===== src/rtl/sd_cmd_engine_if.sv =====
// rtl/sd_cmd_engine_if.sv - register-block side of the SD CMD-line engine
interface sd_cmd_engine_if;
  logic         new_command;
  logic [5:0]   cmd_index;
  logic [31:0]  cmd_argument;
  logic [1:0]   resp_type;
  logic         cmd_busy;
  logic         cmd_complete;
  logic         cmd_index_error;
  logic         cmd_crc_error;
  logic         cmd_timeout_error;
  logic [127:0] response;

  modport master (
    output new_command, cmd_index, cmd_argument, resp_type,
    input  cmd_busy, cmd_complete, cmd_index_error, cmd_crc_error,
           cmd_timeout_error, response
  );

  modport slave (
    input  new_command, cmd_index, cmd_argument, resp_type,
    output cmd_busy, cmd_complete, cmd_index_error, cmd_crc_error,
           cmd_timeout_error, response
  );
endinterface


===== src/rtl/sd_cmd_engine.sv =====
// rtl/sd_cmd_engine.sv - SD CMD-line engine: CRC7 command serialiser, response capture and check
module sd_cmd_engine #(
  parameter int DIV_W        = 8,
  parameter int TIMEOUT_BITS = 64,
  parameter int TO_W         = 7
) (
  input  logic             clk_host,
  input  logic             reset_host,
  input  logic [DIV_W-1:0] clk_div,
  sd_cmd_engine_if.slave   host,
  output logic             CMD_PIN_OUT,
  input  logic             CMD_PIN_IN,
  output logic             io_enable_cmd
);

  typedef enum logic [2:0] {IDLE, SEND, WAIT_START, RECV, CHECK, DONE} state_t;

  state_t           state;
  logic [DIV_W-1:0] div_cnt;
  logic [5:0]       idx_q;
  logic [1:0]       rtype_q;
  logic [39:0]      tx_sr;
  logic [6:0]       crc;
  logic [7:0]       bit_cnt;
  logic [TO_W-1:0]  to_cnt;
  logic [127:0]     rx_sr;

  logic       tick;
  logic       long_resp;
  logic [7:0] rx_last;
  logic       crc_en;

  assign tick      = (div_cnt == clk_div);
  assign long_resp = (rtype_q == 2'b10);
  assign rx_last   = long_resp ? 8'd135 : 8'd47;
  // bit_cnt in RECV is the position after the start bit of the bit being sampled
  assign crc_en    = long_resp ? (bit_cnt >= 8'd8 && bit_cnt <= 8'd127) : (bit_cnt <= 8'd39);

  function automatic logic [6:0] crc7_next(input logic [6:0] c, input logic b);
    logic fb;
    fb = b ^ c[6];
    return {c[5:0], 1'b0} ^ (fb ? 7'h09 : 7'h00);
  endfunction

  always_ff @(posedge clk_host or posedge reset_host) begin
    if (reset_host) begin
      state                  <= IDLE;
      div_cnt                <= '0;
      idx_q                  <= '0;
      rtype_q                <= '0;
      tx_sr                  <= '0;
      crc                    <= '0;
      bit_cnt                <= '0;
      to_cnt                 <= '0;
      rx_sr                  <= '0;
      host.cmd_busy          <= 1'b0;
      host.cmd_complete      <= 1'b0;
      host.cmd_index_error   <= 1'b0;
      host.cmd_crc_error     <= 1'b0;
      host.cmd_timeout_error <= 1'b0;
      host.response          <= '0;
      CMD_PIN_OUT            <= 1'b1;
      io_enable_cmd          <= 1'b0;
    end else begin
      div_cnt <= tick ? '0 : div_cnt + 1'b1;
      case (state)
        IDLE: begin
          if (host.new_command) begin
            idx_q                  <= host.cmd_index;
            rtype_q                <= host.resp_type;
            tx_sr                  <= {2'b01, host.cmd_index, host.cmd_argument};
            crc                    <= '0;
            bit_cnt                <= '0;
            to_cnt                 <= '0;
            host.cmd_index_error   <= 1'b0;
            host.cmd_crc_error     <= 1'b0;
            host.cmd_timeout_error <= 1'b0;
            host.cmd_busy          <= 1'b1;
            div_cnt                <= '0;
            state                  <= SEND;
          end
        end
        SEND: begin
          if (tick) begin
            if (bit_cnt == 8'd48) begin
              io_enable_cmd <= 1'b0;
              CMD_PIN_OUT   <= 1'b1;
              bit_cnt       <= '0;
              if (rtype_q == 2'b00) begin
                host.cmd_complete <= 1'b1;
                host.cmd_busy     <= 1'b0;
                state             <= DONE;
              end else begin
                state <= WAIT_START;
              end
            end else begin
              io_enable_cmd <= 1'b1;
              bit_cnt       <= bit_cnt + 8'd1;
              if (bit_cnt < 8'd40) begin
                CMD_PIN_OUT <= tx_sr[39];
                tx_sr       <= {tx_sr[38:0], 1'b0};
                crc         <= crc7_next(crc, tx_sr[39]);
              end else if (bit_cnt < 8'd47) begin
                CMD_PIN_OUT <= crc[6];
                crc         <= {crc[5:0], 1'b0};
              end else begin
                CMD_PIN_OUT <= 1'b1;
              end
            end
          end
        end
        WAIT_START: begin
          if (tick) begin
            if (!CMD_PIN_IN) begin
              rx_sr   <= '0;
              crc     <= '0;
              bit_cnt <= 8'd1;
              state   <= RECV;
            end else if (to_cnt == TO_W'(TIMEOUT_BITS - 1)) begin
              host.cmd_timeout_error <= 1'b1;
              host.cmd_complete      <= 1'b1;
              host.cmd_busy          <= 1'b0;
              state                  <= DONE;
            end else begin
              to_cnt <= to_cnt + 1'b1;
            end
          end
        end
        RECV: begin
          if (tick) begin
            rx_sr   <= {rx_sr[126:0], CMD_PIN_IN};
            bit_cnt <= bit_cnt + 8'd1;
            if (crc_en) crc <= crc7_next(crc, CMD_PIN_IN);
            if (bit_cnt == rx_last) state <= CHECK;
          end
        end
        CHECK: begin
          // rx_sr[0] is the end bit, CRC field sits in rx_sr[7:1] for both lengths
          if (long_resp) begin
            host.response      <= rx_sr;
            host.cmd_crc_error <= (crc != rx_sr[7:1]);
          end else begin
            host.response        <= {96'b0, rx_sr[39:8]};
            host.cmd_index_error <= (rtype_q == 2'b01) && (rx_sr[45:40] != idx_q);
            host.cmd_crc_error   <= (rtype_q == 2'b01) && (crc != rx_sr[7:1]);
          end
          host.cmd_complete <= 1'b1;
          host.cmd_busy     <= 1'b0;
          state             <= DONE;
        end
        DONE: begin
          host.cmd_complete <= 1'b0;
          state             <= IDLE;
        end
        default: state <= IDLE;
      endcase
    end
  end

endmodule


===== src/flat_wrapper.sv =====
// flat-port wrapper written by rule: the top's interface ports become plain ports
module sd_cmd_engine_flat 
#(
  parameter int DIV_W        = 8,
  parameter int TIMEOUT_BITS = 64,
  parameter int TO_W         = 7
)
  (clk_host, reset_host, clk_div, CMD_PIN_OUT, CMD_PIN_IN, io_enable_cmd, host_new_command, host_cmd_index, host_cmd_argument, host_resp_type, host_cmd_busy, host_cmd_complete, host_cmd_index_error, host_cmd_crc_error, host_cmd_timeout_error, host_response);
  sd_cmd_engine_if host_i ();
  input  logic clk_host;
  input  logic reset_host;
  input  logic [DIV_W-1:0] clk_div;
  output logic CMD_PIN_OUT;
  input  logic CMD_PIN_IN;
  output logic io_enable_cmd;
  input wire logic [$bits(host_i.new_command)-1:0] host_new_command;
  input wire logic [$bits(host_i.cmd_index)-1:0] host_cmd_index;
  input wire logic [$bits(host_i.cmd_argument)-1:0] host_cmd_argument;
  input wire logic [$bits(host_i.resp_type)-1:0] host_resp_type;
  output wire logic [$bits(host_i.cmd_busy)-1:0] host_cmd_busy;
  output wire logic [$bits(host_i.cmd_complete)-1:0] host_cmd_complete;
  output wire logic [$bits(host_i.cmd_index_error)-1:0] host_cmd_index_error;
  output wire logic [$bits(host_i.cmd_crc_error)-1:0] host_cmd_crc_error;
  output wire logic [$bits(host_i.cmd_timeout_error)-1:0] host_cmd_timeout_error;
  output wire logic [$bits(host_i.response)-1:0] host_response;
  assign host_i.new_command = host_new_command;
  assign host_i.cmd_index = host_cmd_index;
  assign host_i.cmd_argument = host_cmd_argument;
  assign host_i.resp_type = host_resp_type;
  assign host_cmd_busy = host_i.cmd_busy;
  assign host_cmd_complete = host_i.cmd_complete;
  assign host_cmd_index_error = host_i.cmd_index_error;
  assign host_cmd_crc_error = host_i.cmd_crc_error;
  assign host_cmd_timeout_error = host_i.cmd_timeout_error;
  assign host_response = host_i.response;
  sd_cmd_engine #(.DIV_W(DIV_W), .TIMEOUT_BITS(TIMEOUT_BITS), .TO_W(TO_W)) u_core (.clk_host(clk_host), .reset_host(reset_host), .clk_div(clk_div), .host(host_i), .CMD_PIN_OUT(CMD_PIN_OUT), .CMD_PIN_IN(CMD_PIN_IN), .io_enable_cmd(io_enable_cmd));
endmodule

===== config.mk =====
export PLATFORM = sky130hd
export DESIGN_NAME = sd_cmd_engine_flat
export DESIGN_NICKNAME = d
export VERILOG_FILES = /design/src/rtl/sd_cmd_engine_if.sv /design/src/rtl/sd_cmd_engine.sv /design/src/flat_wrapper.sv
export SDC_FILE = /design/constraint.sdc
export NUM_CORES = 1
export LEC_CHECK = 0
export BUFFER_PORTS_ARGS = -buffer_cell sky130_fd_sc_hd__clkbuf_2
export CAP_MARGIN = 20
export CORE_ASPECT_RATIO = 1.25
export CORE_MARGIN = 5
export CORE_UTILIZATION = 56
export CTS_CLUSTER_DIAMETER = 120
export DETAILED_ROUTE_END_ITERATION = 8
export PLACE_DENSITY = 0.79
export SLEW_MARGIN = 20
export SYNTH_ARGS = -nofsm -noshare
export SYNTH_HDL_FRONTEND = slang
export SYNTH_SLANG_ARGS = --single-unit

===== constraint.sdc =====
create_clock -name clk_host -period 12.1 [get_ports clk_host]
set_input_delay 0.605 -clock clk_host [delete_from_list [all_inputs] [get_ports clk_host]]
set_output_delay 0.605 -clock clk_host [all_outputs]
set_load 0.02 [all_outputs]

==> impl_metrics.toml, run 1 <==
[status]
outcome = "finished, final reports clean"

[worst_setup_path]
start_kind = "register"
rrSetupSlack_ps = 9270
worstSetupEndpointType = "register"
crit_required_ps = 12520
cp.arrival_ps = 3250
cp_num_cells = 6
reg2reg_to = "u_core.rx_sr[76]$_DFFE_PP0P_"
endpoint = "u_core.rx_sr[76]$_DFFE_PP0P_"
critPathMaxFanout = 65
path_cells = "nand2b_2 > nor2_4 > buf_4 > buf_4 > nand2_1 > o21ai_0"
crit_top_cell = "buf_4"
critPathBufInv = 2
critPathKind = "reg2reg"
critPathSlowestCell = "dfrtp_1"
timing.rr.start = "u_core.state[2]$_DFFE_PP0P_"
worstSetupStartpoint = "u_core.state[2]$_DFFE_PP0P_"
reg2reg_depth = 6
crit_path_max_incr_delay_ps = 660
crit_family = "buffers and inverters"

[sta]
finalSetupViolations = 0
skew_ps = 15.49
rsz0062_at_grt = "false"
setup_slack_ps = 9266
slew_violations = 0
worst_pin_slew_ps = 983.5
timing.final.crit_share_pct = 23.42
post-route-min-period_ps = 2834
max_slew_margin_pct = 34.43
totalNegativeSetupSlack_ps = 0
hold_viol = 0
fmax_mhz = 352.9

[cts]
cts_setup_buffers = 0
cts_tree = "done"
cts_buffer_depth = 3
insertion_delay_ps = 520
cts_resized = 0
cts_buffers = 35
cts_hold_buf = 0
numClockSinks = 344
clk_pin_slew_worst_paths_ps = 60
cts-htree-levels = 2
cts-root-buf = "clkbuf_16"

[finish]
multi_input_area_mm2 = 0.006170
layout.nets = 1758
area_growth_pct = 14.45
n_antenna_cell = 0
layout_commonest_cell = "nand2_1"
ff_latch_area_mm2 = 0.008610
fill_cells = 2096
drive_gt1_share_pct = 20.43
fin_area_mm2 = 0.01755
layout_common_cells = "nand2_1, dfrtp_1, o21ai_0, clkbuf_2, o21ai_1"

[pwr]
power_leakage_nw = 8.143
power_density_mw_per_mm2 = 185.8
worst_ir_drop_vdd_uv = 133.0

[place]
port_buffers = 186
hpwl_um = 21310
place_ws_ps = 9236
placed_area_mm2 = 0.01632
place_congestion = 0.8846

[floorplan]
design.core.area_mm2 = 0.02691
fp.dieW_um = 158.0
die_h_um = 195.0
dieArea_mm2 = 0.03082
rows = 67
pin_count = 187
start_util_pct = 56.99

[yosys]
ys_types = 67
synth_top_flop_cell = "dfrtp_1"
synth.area.top_cells = "dfrtp_1, nand2_1, o21ai_0"
synth_cells = 1571
yosysTopAreaCellShare_pct = 55.97
yosysWarnings = 0
syn_nets = 1627
yosysSeqAreaShare_pct = 56.14
synth_seq_cells = 344
async_reset_ff_share_pct = 100.0
netlist_area_mm2 = 0.01534
avgSynthCellArea_um2 = 9.762
synth_top_area_cell = "dfrtp_1"
synth_edf_count = 0

[routing]
wl_um = 33100
wl_per_cell_um = 15.97
drtIter0Drc = 813
first_pass_iters = 5
drc = 0
drtAntennaViolNets = 0
vias = 11291
via_per_inst = 5.447

[grt]
grt_pass1_wl_um = 55500
grt_max_degree = 256
antenna_found_initial = 0
grtUsageTotal_pct = 21.56
grt.overflow.total = 0
first_global_vias = 11244

[flow_run]
maxCapViolations = 0

[min_path]
hp-class = "in2async"
sequential cells by signal, summed over array words and instances (netlist names), 3 cells and up:
name,cells
u_core.idx_q,6
u_core.tx_sr,40
u_core.to_cnt,7
u_core.state,3
u_core.div_cnt,8
u_core.host.response,128
u_core.crc,7
u_core.bit_cnt,8
u_core.rx_sr,128
Yosys cell counts, types with 3 or more instances:
cell type,instances
nand4_1,5
o31ai_1,8
ha_1,4
a31oi_1,5
xnor2_1,21
nor3b_1,3
nand2_1,524
buf_4,7
a21oi_1,10
buf_2,32
nor2_1,28
a211o_1,4
nor2b_1,12
o21ai_1,68
nand3_1,13
and3_1,8
buf_12,4
o22ai_1,5
buf_1,6
nor3_1,5
dfrtp_1,343
clkbuf_1,56
o21ai_0,196
mux2i_1,41
xor2_1,8
inv_1,18
mux2_2,39
mux2_4,38
nand2b_1,6
routing by layer:
metal,part of all wire [%],global-route usage [%],up-vias
li1,-,-,5509
met4,2.4,6.795,0
met3,5.8,3.632,59
met5,0,0,-
met1,42,29.22,5446
met2,50,35.69,277
per-stage QoR:
step / std cells / hold slack (ps) / utilization [%] / total power [mW]
after global routing: 2073 / 279.4 / 65.23 / 3.429
after CTS: 2071 / 271.0 / 65.02 / 3.283
after detailed placement: 2008 / 469.6 / 60.65 / 2.179
after global placement: 2008 / 461.0 / 60.65 / 2.149
after floorplan: 1571 / 449.7 / - / 2.023
final: 2073 / 273.1 / 65.23 / 3.262
cell type report:
cell class                 count  area share, %
inverter                      18         0.4277
tap                          345          2.459
sequential                   344          49.05
clock inverter                12         0.9125
clock buffer                  51          5.796
timing repair buffer         200          6.202
multi-input combinational   1103          35.15
cells by family after synthesis:
group / Yosys count / synth area share [%]
buffers and inverters: 124 / 3.941
adders and majority gates: 4 / 0.3264
and+or+nand+nor: 631 / 17.11
DFF: 344 / 56.14
muxes: 120 / 9.407
AOI/OAI and AO/OA: 319 / 11.42
xor gates and xnor gates: 29 / 1.656
worst min-delay path by stage:
stage | end | slack, ps | from
2_1_floorplan | u_core.rx_sr[127]$_DFFE_PP0P_ | 450 | u_core.rx_sr[127]$_DFFE_PP0P_
5_1_grt | u_core.rtype_q[1]$_DFFE_PP0P_ | 280 | host_resp_type[1]
3_3_place_gp | u_core.host.response[87]$_DFFE_PP0P_ | 460 | u_core.host.response[87]$_DFFE_PP0P_
3_5_place_dp | u_core.host.response[62]$_DFFE_PP0P_ | 470 | u_core.host.response[62]$_DFFE_PP0P_
4_1_cts | u_core.rtype_q[1]$_DFFE_PP0P_ | 270 | host_resp_type[1]
6_report | u_core.bit_cnt[2]$_DFFE_PP0P_ | 270 | reset_host
power breakdown:
part / total, mW / leakage (nW) / switching [mW] / internal (mW)
Combinational: 0.779 / 2.88 / 0.410 / 0.369
Clock: 1.09 / 0.576 / 0.442 / 0.653
Sequential: 1.39 / 4.69 / 0.120 / 1.27
(Power assumes the default switching activity.)
==> run 2: changes to the inputs <==
--- a/config.mk
+++ b/config.mk
@@ -9,7 +9,7 @@
 export CAP_MARGIN = 20
 export CORE_ASPECT_RATIO = 1.25
 export CORE_MARGIN = 5
-export CORE_UTILIZATION = 56
+export CORE_UTILIZATION = 53
 export CTS_CLUSTER_DIAMETER = 120
 export DETAILED_ROUTE_END_ITERATION = 8
 export PLACE_DENSITY = 0.79
==> constraint.sdc (replaced) <==
create_clock -name clk_host -period 2.6 [get_ports clk_host]
set_input_delay 0.13 -clock clk_host [delete_from_list [all_inputs] [get_ports clk_host]]
set_output_delay 0.13 -clock clk_host [all_outputs]
set_load 0.02 [all_outputs]
==> impl_metrics.toml, run 2 (synthesis results as in run 1) <==
[status]
outcome = "finished, final reports clean"

[worst_setup_path]
cp.arrival_ps = 2670
critPathSlowestCell = "dfrtp_1"
crit_required_ps = 2940
worstSetupEndpointType = "register"
critPathBufInv = 1
critPathKind = "reg2reg"
critPathMaxFanout = 255
worstSetupStartpoint = "u_core.state[1]$_DFFE_PP0P_"
crit_path_max_incr_delay_ps = 750
path_cells = "nor2b_1 > o2111ai_4 > buf_12 > nand2_1 > o21ai_0"
start_kind = "register"
timing.rr.start = "u_core.state[1]$_DFFE_PP0P_"
crit_family = "flip-flops"

[min_path]
hp-start = "CMD_PIN_IN"
hp-class = "in2reg"

[sta]
hold_viol = 0
max_slew_margin_pct = 34.12
skew_ps = 20.42
fmax_mhz = 429.0
worst_pin_slew_ps = 988.2
setup_slack_ps = 269.0
rsz0062_at_grt = "false"
post-route-min-period_ps = 2331
timing.final.crit_share_pct = 89.65
holdWs_ps = 46.91
slew_violations = 0
finalSetupViolations = 0

[place]
port_buffers = 186
place_congestion = 0.8812
hpwl_um = 22670
place_ws_ps = 321.7
placed_cells = 2032

[finish]
n_antenna_cell = 0
layout.nets = 1812
reg_top3 = "u_core.host.response x128, u_core.rx_sr x128, u_core.tx_sr x40"
layout.cells.non_filler = 2137
layout_commonest_cell = "nand2_1"
drive_gt1_share_pct = 20.88
layout_common_cells = "nand2_1, dfrtp_1, o21ai_0, clkbuf_2, o21ai_1"
fill_cells = 2244
area_growth_pct = 18.84
final_util_pct = 63.97

[routing]
wl_um = 35310
wl_per_cell_um = 16.52
drtAntennaViolNets = 0
drc = 0
via_per_inst = 5.467
first_pass_iters = 6
drtIter0Drc = 911
vias = 11683

[grt]
grt.overflow.total = 0
grtUsageTotal_pct = 21.67
grt_max_degree = 256
first_global_vias = 11749
grt_pass1_wl_um = 59080
antenna_found_initial = 0

[floorplan]
design.core.area_mm2 = 0.02849
pin_count = 187
start_util_pct = 53.83
dieArea_mm2 = 0.03246
rows = 69
die_h_um = 200.2
fp.dieW_um = 162.1

[cts]
insertion_delay_ps = 520
numClockSinks = 344
cts_buffers = 36
cts_resized = 0
cts-root-buf = "clkbuf_16"
cts-htree-levels = 2
cts_buffer_depth = 3
cts_tree = "done"
clk_pin_slew_worst_paths_ps = 60

[pwr]
power_density_mw_per_mm2 = 858.3
worst_ir_drop_vdd_uv = 587.2
power_leakage_nw = 8.442

[flow_run]
maxCapViolations = 0
[run 2: changes by cell type in the layout (fill, tap and decap cells not counted), sizes merged]
cell	previous run	this run
bufinv	3	2
inv	20	18
clkinvlp	1	4
clkinv	6	7
dlygate4sd3	0	41
buf	14	26
[run 2: worst paths after layout]
path | to | slack, ps | cells past startpoint
max | u_core.rx_sr[73]$_DFFE_PP0P_ | 270 | 5
min | u_core.rx_sr[0]$_DFFE_PP0P_ | 50 | 2
max reg2reg | u_core.rx_sr[73]$_DFFE_PP0P_ | 270 | 5
min reg2reg | u_core.host.response[75]$_DFFE_PP0P_ | 480 | 2
max in group asynchronous | u_core.div_cnt[6]$_DFF_PP0_ | 1570 | 4
min in group asynchronous | u_core.rx_sr[14]$_DFFE_PP0P_ | 220 | 3
[run 2: where the power goes]
| group | internal [mW] | total (mW) | switching, mW |
|---|---|---|---|
| clock | 3.17 | 5.30 | 2.13 |
| combinational | 1.84 | 3.86 | 2.02 |
| sequential | 5.90 | 6.48 | 0.578 |
[run 2: layout make-up]
class	instances	area, um2	share of cell area, %
sequential	344	8610	47.24
multi-input combinational	1103	6170	33.85
timing repair buffer	253	1687	9.254
clock buffer	51	1100	6.035
tap	355	444.2	2.437
clock inverter	13	143.9	0.7895
inverter	18	71.32	0.3913
[run 2: what timing repair did]
action	4_1_cts	5_1_grt
buffers inserted	0	0
hold endpoints to repair	57	0
hold buffers	41	0
[run 2: metal layers]
layer	track usage (%)	vias to the layer above	part of all wire, %
li1	-	5603	-
met1	27.76	5676	41
met2	37.48	330	51
met3	3.803	74	5.1
met4	6.951	0	2.8
met5	0	-	0
[run 2: stage by stage]
step           instance area [um2]  setup TNS (ps)  power, mW
2_1_floorplan                15340         -732040      9.418
3_3_place_gp                 16570               0      10.15
3_5_place_dp                 16570               0      10.32
4_1_cts                      18230               0      15.69
5_1_grt                      18230               0      16.36
6_report                     18230               0      15.64
